$ cat config.mk
export PLATFORM = sky130hd
export DESIGN_NAME = clock_display_mux
export DESIGN_NICKNAME = d
export VERILOG_FILES = /design/src/rtl/clock_display_mux.sv
export SDC_FILE = /design/constraint.sdc
export NUM_CORES = 1
export LEC_CHECK = 0
export ABC_AREA = 1
export CORE_MARGIN = 8
export CORE_UTILIZATION = 63
export DETAILED_ROUTE_END_ITERATION = 6
export GPL_TIMING_DRIVEN = 0
export PLACE_DENSITY = 0.95
export SYNTH_ARGS = -nofsm -noshare
export SYNTH_HDL_FRONTEND = slang
export SYNTH_SLANG_ARGS = --single-unit
export TNS_END_PERCENT = 1
$ cat constraint.sdc
create_clock -name Clk -period 10 [get_ports Clk]
set_input_delay 3 -clock Clk [delete_from_list [all_inputs] [get_ports Clk]]
set_output_delay 3 -clock Clk [all_outputs]
set_load 0.01 [all_outputs]
$ cat src/rtl/clock_display_mux.sv
// clock_display_mux: six-digit multiplexed 7-segment driver for HH.MM.SS.
// Captures the slow-domain time value safely, freezes it once per frame,
// converts each field to BCD and scans one digit per slot. Each slot opens
// with a short all-anodes-off gap to prevent ghosting between digits.
module clock_display_mux #(
  parameter int REFRESH_DIV = 100000,
  parameter int GUARD       = 4,
  parameter int ACTIVE_LOW  = 1,
  parameter int LZ_BLANK    = 1
) (
  input  logic       Clk,
  input  logic       reset,
  input  logic [5:0] seconds,
  input  logic [5:0] minutes,
  input  logic [4:0] hours,
  input  logic       dp_blink_en,
  output logic [6:0] seg,
  output logic       dp,
  output logic [5:0] an,
  output logic [2:0] digit_sel
);

  localparam int            PW        = $clog2(REFRESH_DIV);
  localparam logic [PW-1:0] LAST      = PW'(REFRESH_DIV - 1);
  localparam logic [PW-1:0] GUARD_END = PW'(GUARD);
  localparam logic          INV       = (ACTIVE_LOW != 0);
  localparam logic          LZ_ON     = (LZ_BLANK != 0);

  logic [16:0]   s1_reg, s2_reg, stable_reg, snapshot_reg;
  logic [PW-1:0] prescaler_reg;
  logic [2:0]    digit_sel_reg;
  logic [6:0]    seg_reg, seg_next;
  logic          dp_reg, dp_next;
  logic [5:0]    an_reg, an_next;

  logic          slot_end, frame_end;
  logic [5:0]    snap_sec, snap_min;
  logic [4:0]    snap_hr;
  logic [5:0]    field_val, field_max, bcd_digit;
  logic          lead_blank, in_guard;
  logic [6:0]    seg_hi;
  logic          dp_hi;
  logic [5:0]    an_hi;

  // Active-high segment pattern {g,f,e,d,c,b,a} for a decimal digit.
  function automatic logic [6:0] seg_code(input logic [5:0] d);
    case (d)
      6'd0:    seg_code = 7'h3F;
      6'd1:    seg_code = 7'h06;
      6'd2:    seg_code = 7'h5B;
      6'd3:    seg_code = 7'h4F;
      6'd4:    seg_code = 7'h66;
      6'd5:    seg_code = 7'h6D;
      6'd6:    seg_code = 7'h7D;
      6'd7:    seg_code = 7'h07;
      6'd8:    seg_code = 7'h7F;
      6'd9:    seg_code = 7'h6F;
      default: seg_code = 7'h00;
    endcase
  endfunction

  assign slot_end  = (prescaler_reg == LAST);
  assign frame_end = slot_end && (digit_sel_reg == 3'd5);

  // Two-stage capture; only a value seen identically on two edges is accepted.
  always_ff @(posedge Clk or posedge reset) begin
    if (reset) begin
      s1_reg     <= '0;
      s2_reg     <= '0;
      stable_reg <= '0;
    end else begin
      s1_reg <= {hours, minutes, seconds};
      s2_reg <= s1_reg;
      if (s1_reg == s2_reg) begin
        stable_reg <= s2_reg;
      end
    end
  end

  // Slot prescaler, digit scan index and once-per-frame snapshot.
  always_ff @(posedge Clk or posedge reset) begin
    if (reset) begin
      prescaler_reg <= '0;
      digit_sel_reg <= '0;
      snapshot_reg  <= '0;
    end else begin
      prescaler_reg <= slot_end ? '0 : prescaler_reg + PW'(1);
      if (slot_end) begin
        digit_sel_reg <= frame_end ? 3'd0 : digit_sel_reg + 3'd1;
      end
      if (frame_end) begin
        snapshot_reg <= stable_reg;
      end
    end
  end

  assign snap_sec = snapshot_reg[5:0];
  assign snap_min = snapshot_reg[11:6];
  assign snap_hr  = snapshot_reg[16:12];

  // Select the field for the current digit, convert to BCD and apply dash/blank rules.
  always_comb begin
    field_val = snap_sec;
    field_max = 6'd59;
    case (digit_sel_reg)
      3'd0, 3'd1: begin
        field_val = snap_sec;
        field_max = 6'd59;
      end
      3'd2, 3'd3: begin
        field_val = snap_min;
        field_max = 6'd59;
      end
      default: begin
        field_val = {1'b0, snap_hr};
        field_max = 6'd23;
      end
    endcase
    bcd_digit  = digit_sel_reg[0] ? (field_val / 6'd10) : (field_val % 6'd10);
    lead_blank = LZ_ON && (digit_sel_reg == 3'd5) && (snap_hr < 5'd10);
    if (field_val > field_max) begin
      seg_hi = 7'h40;
    end else if (lead_blank) begin
      seg_hi = 7'h00;
    end else begin
      seg_hi = seg_code(bcd_digit);
    end
    dp_hi = ((digit_sel_reg == 3'd2) || (digit_sel_reg == 3'd4)) &&
            (!dp_blink_en || !snap_sec[0]);
    in_guard = (prescaler_reg < GUARD_END);
    an_hi    = in_guard ? 6'd0 : (6'd1 << digit_sel_reg);
    seg_next = (in_guard ? 7'h00 : seg_hi) ^ {7{INV}};
    dp_next  = (in_guard ? 1'b0 : dp_hi) ^ INV;
    an_next  = an_hi ^ {6{INV}};
  end

  // Register the display drive so pins change cleanly once per clock.
  always_ff @(posedge Clk or posedge reset) begin
    if (reset) begin
      seg_reg <= {7{INV}};
      dp_reg  <= INV;
      an_reg  <= {6{INV}};
    end else begin
      seg_reg <= seg_next;
      dp_reg  <= dp_next;
      an_reg  <= an_next;
    end
  end

  assign seg       = seg_reg;
  assign dp        = dp_reg;
  assign an        = an_reg;
  assign digit_sel = digit_sel_reg;

endmodule

==> impl_results.md, run 1 <==
* Largest area contributor in the netlist: dfrtp_1
* Sw Pwr at roughly 0.17 mW
* Die ar. at 10700 um^2
* Clk_lat worst skew at 0.38 ns
* Post-Syn Area per Cell at slightly below 10 um^2
* Global-route wire length before repair at about 16 mm
* Yosys warnings at 0
* Post-synth ARST share at 1.00
* Crit. path cell count at 1
* GR Util met2 at 0.348
* Post-synth top area share at 0.457
* Starting DRC count in detailed routing at about 130
* Resize count post-CTS at 0
* Slew HR at 0.582
* Switching share of total power at 0.235
* Setup bufs post-CTS at 0
* Crit path cell chain: clkdlybuf4s50_1
* Power Dens Cells at around 130 nW/um^2
* F_max at approximately 220 MHz
* GRT Resource Usage Total at 0.192
* Internal Power at 0.555 mW
* Largest net degree at the start of global routing at 73
* Synthesized Nets at ~540
* Final setup fails at 0
* Worst R2R Path Depth at 24
* Max_cap viols at 0
* Hold Vio Cnt, Final at 0
* CP Launch Point: digit_sel[1]
* Root buffer cell: clkbuf_8
* Crit end category: output pin
* Initial core utilization at 0.637
* Fraction of layout cells with a size suffix above 1 at 0.176
* CP peak stage delay at around 0.64 ns
* Antenna Cells at 0
* Final period util at 0.464
* Synth Instances at 499
* Pins over their slew limit at 0
* Hold WC Path Type: register to register
* CORE AREA at about 7600 um^2
* Placer Congestion at 0.850
* Vias in the first global route at 3562
* Crit Path Class: register to output pin
* Synth top area cells: dfrtp_1, dfstp_2, nand2_1
* Lkg Pwr at around 2.9 nW
* Comb power frac at 0.034
* Top delay family on crit path: flip-flops
* Clock share of power at 0.382
* Post-DRT Antenna Nets at 0
* Initial antenna violation count at 0
* RSZ-0062 raised after global routing: false
* IO Pins at 37
* Final Skew at 0.0105 ns
* CP Data Required Time at around 7.0 ns
* Critical path buffer and inverter count at 1
* Worst R2R End: seg[0]
* CTS Buffer Depth at 2
* Gr busiest metal: met2
* M1 GR Usage at 0.204
* Total routed wirelength at 9.24 mm
* CTS Sinks at 102
* Synth cell types at 44
* Total negative slack at 0 ns
* DR pass1 iterations at 6
* Hold Crit Start: s1_reg[12]
* Worst VDD drop at 0.108 mV
* CTS Buf Count at 9
* Detailed-route via count at about 3.5k
* Drt drc at 0
* Post-Syn Area at 4820 um^2
* Core Rows at 32
* Wire per inst at 14.1 um
* Nets at 583
* Die W at 103 um
* EDFF count, synth at 0
* Placed cell area at 5340 um^2
* Reg2reg start: digit_sel[1]
* Post-route cell area at 5560 um^2
* Flop pwr share at 0.584
* Sequential fraction of the synthesis area at 0.533
* Slowest cell on the critical path: dfrtp_1
* Crit path DAT at 1.64 ns
* Hold Buf Count CTS at 0
* Avg Vias per Cell at 5.29
* Die height at 103 um
* Slew at the pin closest to its max-slew limit at 0.621 ns
* Reg2Reg Setup Slack at 6.18 ns
* Ys flop type: dfrtp_1
* IO Port Bufs at 36
* Area grow syn2layout at 15.3%
* H-tree depth at 3
* CP Launch Type: register
* CTS tree: built
* CP endpoint: digit_sel[1]
* Most frequent cells after synthesis: dfrtp_1, nand2_1, inv_1, nand3_1, nor2_1
* Outcome: finished clean
* DP HPWL at 6.90 mm
* # fillers at 486
* Count leader, synth: dfrtp_1
* Clk pin slew, worst setup/hold paths at 0.11 ns
* Fin crit period at 4.64 ns
* Post-route total power at 0.726 mW
* Yosys reg bits at 102
* Max FO, Critical Path at 10
* Remaining Overflow, GRT at 0
* Met3 Track Usage GR at 0.0442
==> final cells by class <==
type | instances | area [um^2] | area share
multi-input cells | 304 | 1890 | 0.340
inverters | 89 | 339 | 0.0610
repair buffers | 37 | 388 | 0.0698
flip-flops and latches | 102 | 2570 | 0.463
clock buffers | 9 | 124 | 0.0223
well taps | 102 | 128 | 0.0230
clock inverters | 7 | 95.1 | 0.0171
plain buffers | 4 | 23.8 | 0.00428
==> worst min-delay path by stage <==
| stage | to | slack [ns] | cells after the start |
|---|---|---|---|
| floorplan | s2_reg[0] | 0.37 | 0 |
| global placement | s2_reg[0] | 0.37 | 0 |
| detailed placement | s2_reg[8] | 0.38 | 0 |
| CTS | s2_reg[12] | 0.41 | 0 |
| global route | s2_reg[12] | 0.42 | 0 |
| finish | s2_reg[12] | 0.40 | 0 |
==> power by group through the flow <==
stage | combinational, mW | sequential (mW) | clock, mW
global placement | 0.0228 | 0.431 | 0
detailed placement | 0.0253 | 0.432 | 0
floorplan | 0.0130 | 0.430 | 0
CTS | 0.0256 | 0.424 | 0.282
global route | 0.0281 | 0.425 | 0.300
finish | 0.0248 | 0.424 | 0.278
==> logic make-up after synthesis <==
group                      share of synthesized area
AOI/OAI and AO/OA                             0.0590
and+or+nand+nor                                0.218
adders and majority gates                     0.0415
buffers and inverters                         0.0748
muxes                                         0.0517
xor gates and xnor gates                      0.0218
DFF                                            0.533
==> placed cells by master, fill, tap and decap left out, drive strengths merged, types with 4 or more instances in the layout <==
cell	Yosys	final
xor2	5	5
dfrtp	88	88
a21oi	10	10
clkdlybuf4s50	0	36
or2	8	8
mux2	7	7
inv	89	94
nand4	4	4
nor3	14	14
xnor2	7	7
nand3	44	44
nand2	106	106
o21ai	21	21
clkbuf	2	11
mux2i	17	17
ha	16	16
dfstp	14	14
nor2	29	29
==> per-stage QoR <==
| stage | instances | util | setup WS, ns | hold WS, ns |
|---|---|---|---|---|
| global route | 654 | 0.734 | 5.32 | 0.416 |
| floorplan | 499 | - | 4.35 | 0.367 |
| detailed placement | 638 | 0.705 | 5.79 | 0.380 |
| finish | 654 | 0.734 | 5.36 | 0.402 |
| CTS | 654 | 0.734 | 5.35 | 0.406 |
| global placement | 637 | 0.701 | 3.18 | 0.374 |
==> layer usage <==
layer  vias to the layer above  wire (um)
li1                       1678          -
met1                      1639       3710
met2                       109       4810
met3                        32        460
met4                         0        260
met5                         -          0
Note: power is estimated with default switching activity, not from simulation.
==> inputs of run 2 (changes only) <==
--- a/config.mk
+++ b/config.mk
@@ -7,10 +7,10 @@
 export LEC_CHECK = 0
 export ABC_AREA = 1
 export CORE_MARGIN = 8
-export CORE_UTILIZATION = 63
+export CORE_UTILIZATION = 53
 export DETAILED_ROUTE_END_ITERATION = 6
 export GPL_TIMING_DRIVEN = 0
-export PLACE_DENSITY = 0.95
+export PLACE_DENSITY = 0.88
 export SYNTH_ARGS = -nofsm -noshare
 export SYNTH_HDL_FRONTEND = slang
 export SYNTH_SLANG_ARGS = --single-unit
==> constraint.sdc (replaced) <==
create_clock -name Clk -period 3.8 [get_ports Clk]
set_input_delay 1.14 -clock Clk [delete_from_list [all_inputs] [get_ports Clk]]
set_output_delay 1.14 -clock Clk [all_outputs]
set_load 0.01 [all_outputs]
==> impl_results.md, run 2 (same netlist as run 1, synthesis figures left out) <==
* Die height at 111 um
* Hold Crit Start: s1_reg[12]
* Crit path DAT at approximately 3.7 ns
* Outcome: finished clean
* Resize count post-CTS at 0
* RSZ-0062 raised after global routing: false
* Hold Path Sink: s2_reg[12]
* Reg2reg start: digit_sel[2]
* Total routed wirelength at 8.84 mm
* Drt drc at 0
* Largest net degree at the start of global routing at 67
* F_max at a little under 300 MHz
* Fin crit period at 3.40 ns
* DP HPWL at 6.84 mm
* IO Port Bufs at 36
* Worst hold slack at just over 0.4 ns
* Util after Layout at 0.633
* Final setup fails at 0
* Nets at 583
* Root buffer cell: clkbuf_8
* Remaining Overflow, GRT at 0
* Crit Path Class: register to register
* CTS Buf Count at 9
* Post-DRT Antenna Nets at 0
* Commonest non-fill, non-tap cells in the layout: dfrtp_1, nand2_1, inv_1
* Wire per inst at 13.4 um
* Reg2Reg Setup Slack at 0.40 ns
* Initial antenna violation count at 0
* Post-route cell area at ~5500 um^2
* Clk pin slew, worst setup/hold paths at 0.11 ns
* Vias in the first global route at 3432
* CTS tree: built
* Crit end category: register
* Setup WS pre-CTS at 0.105 ns
* Hold path cells at 0
* Clk_lat worst skew at 0.38 ns
* CORE AREA at 8760 um^2
* Most common cell after layout, fill and taps aside: dfrtp_1
* Max FO, Critical Path at 10
* Power Dens Cells at approximately 330 nW/um^2
* Slew at the pin closest to its max-slew limit at 0.532 ns
* H-tree depth at 3
* Core Rows at 34
* CP Data Required Time at approximately 4.1 ns
* Non-Filler Instances at 660
* Placed cell area at 5340 um^2
* Worst VDD drop at 0.260 mV
* Slew HR at 0.645
* Hold Vio Cnt, Final at 0
* Initial core utilization at 0.550
* Antenna Cells at 0
* Detailed-route via count at 3413
* Hold WC Path Type: register to register
* Total negative slack at 0 ns
* Setup bufs post-CTS at 0
* Hold Buf Count CTS at 0
* CTS Sinks at around 100
* Die W at about 110 um
* Die ar. at 12400 um^2
* CTS Buffer Depth at 2
* Post-route total power at approximately 1.8 mW
* Final Skew at 0.0117 ns
* Pins over their slew limit at 0
* DR pass1 iterations at 5
* GRT Resource Usage Total at 0.152
* Lkg Pwr at ~2.9 nW
* Setup ws final at 0.401 ns
* Starting DRC count in detailed routing at around 120
* Placer Congestion at between 0.8 and 0.9
* Worst R2R Path Depth at 25
* IO Pins at 37
* Max_cap viols at 0
* CP Launch Type: register
* Area grow syn2layout at 15.1%
* Placed cell count at 644
* Avg Vias per Cell at between 5 and 6
* Fraction of layout cells with a size suffix above 1 at 0.179
* Final period util at 0.895
* Worst R2R End: seg[6]
* Global-route wire length before repair at 15.7 mm
[run 2: per-layer routing]
layer  share of wire  vias up  track usage
met1            0.42     1639        0.167
li1                -     1685            -
met2            0.52       71        0.269
met3           0.043       18       0.0456
met4           0.018        0       0.0551
met5               0        -            0
[run 2: area by class of cell]
cell class | count | area [um^2]
buffer | 4 | 23.8
clock buffer | 9 | 124
clock inverter | 7 | 72.6
fill | 700 | 3220
inverter | 89 | 339
multi-input combinational | 304 | 1890
sequential | 102 | 2570
tap | 108 | 135
timing repair buffer | 37 | 388
[run 2: worst max-delay path by stage]
stage,startpoint,to,slack (ns),cells past startpoint
2_1_floorplan,reset,digit_sel[0],0.008,1
3_3_place_gp,reset,s1_reg[13],-1.19,2
3_5_place_dp,digit_sel[1],seg[6],0.10,25
4_1_cts,digit_sel[1],seg[6],0.08,25
5_1_grt,digit_sel[2],seg[6],0.03,25
6_report,digit_sel[2],seg[6],0.40,25
[run 2: power by group]
group / total, mW / internal [mW] / leakage, nW / switching, mW
Combinational: 0.0652 / 0.0313 / 1.51 / 0.0339
Clock: 0.660 / 0.259 / 0.102 / 0.401
Sequential: 1.12 / 1.10 / 1.28 / 0.0111
[run 2: worst max-delay path, stage by stage, from the launching register on]
cell      delay [ns]
dfrtp_1         0.43
buf_6           0.16
nor2_4          0.18
nand2_2         0.08
nand2_4         0.11
nand3_1         0.12
nand2_1         0.14
inv_1           0.09
ha_1            0.19
nand3_1         0.10
nand4_2         0.13
nand2_4         0.11
nand3_1         0.08
nand2_1         0.13
nand2_1         0.09
nand2_2         0.10
nand2_2         0.10
a21boi_2        0.26
inv_1           0.10
ha_1            0.20
inv_1           0.05
nand3_1         0.09
nand3_1         0.11
nand3_2         0.06
nand2_1         0.06
nand2_1         0.05
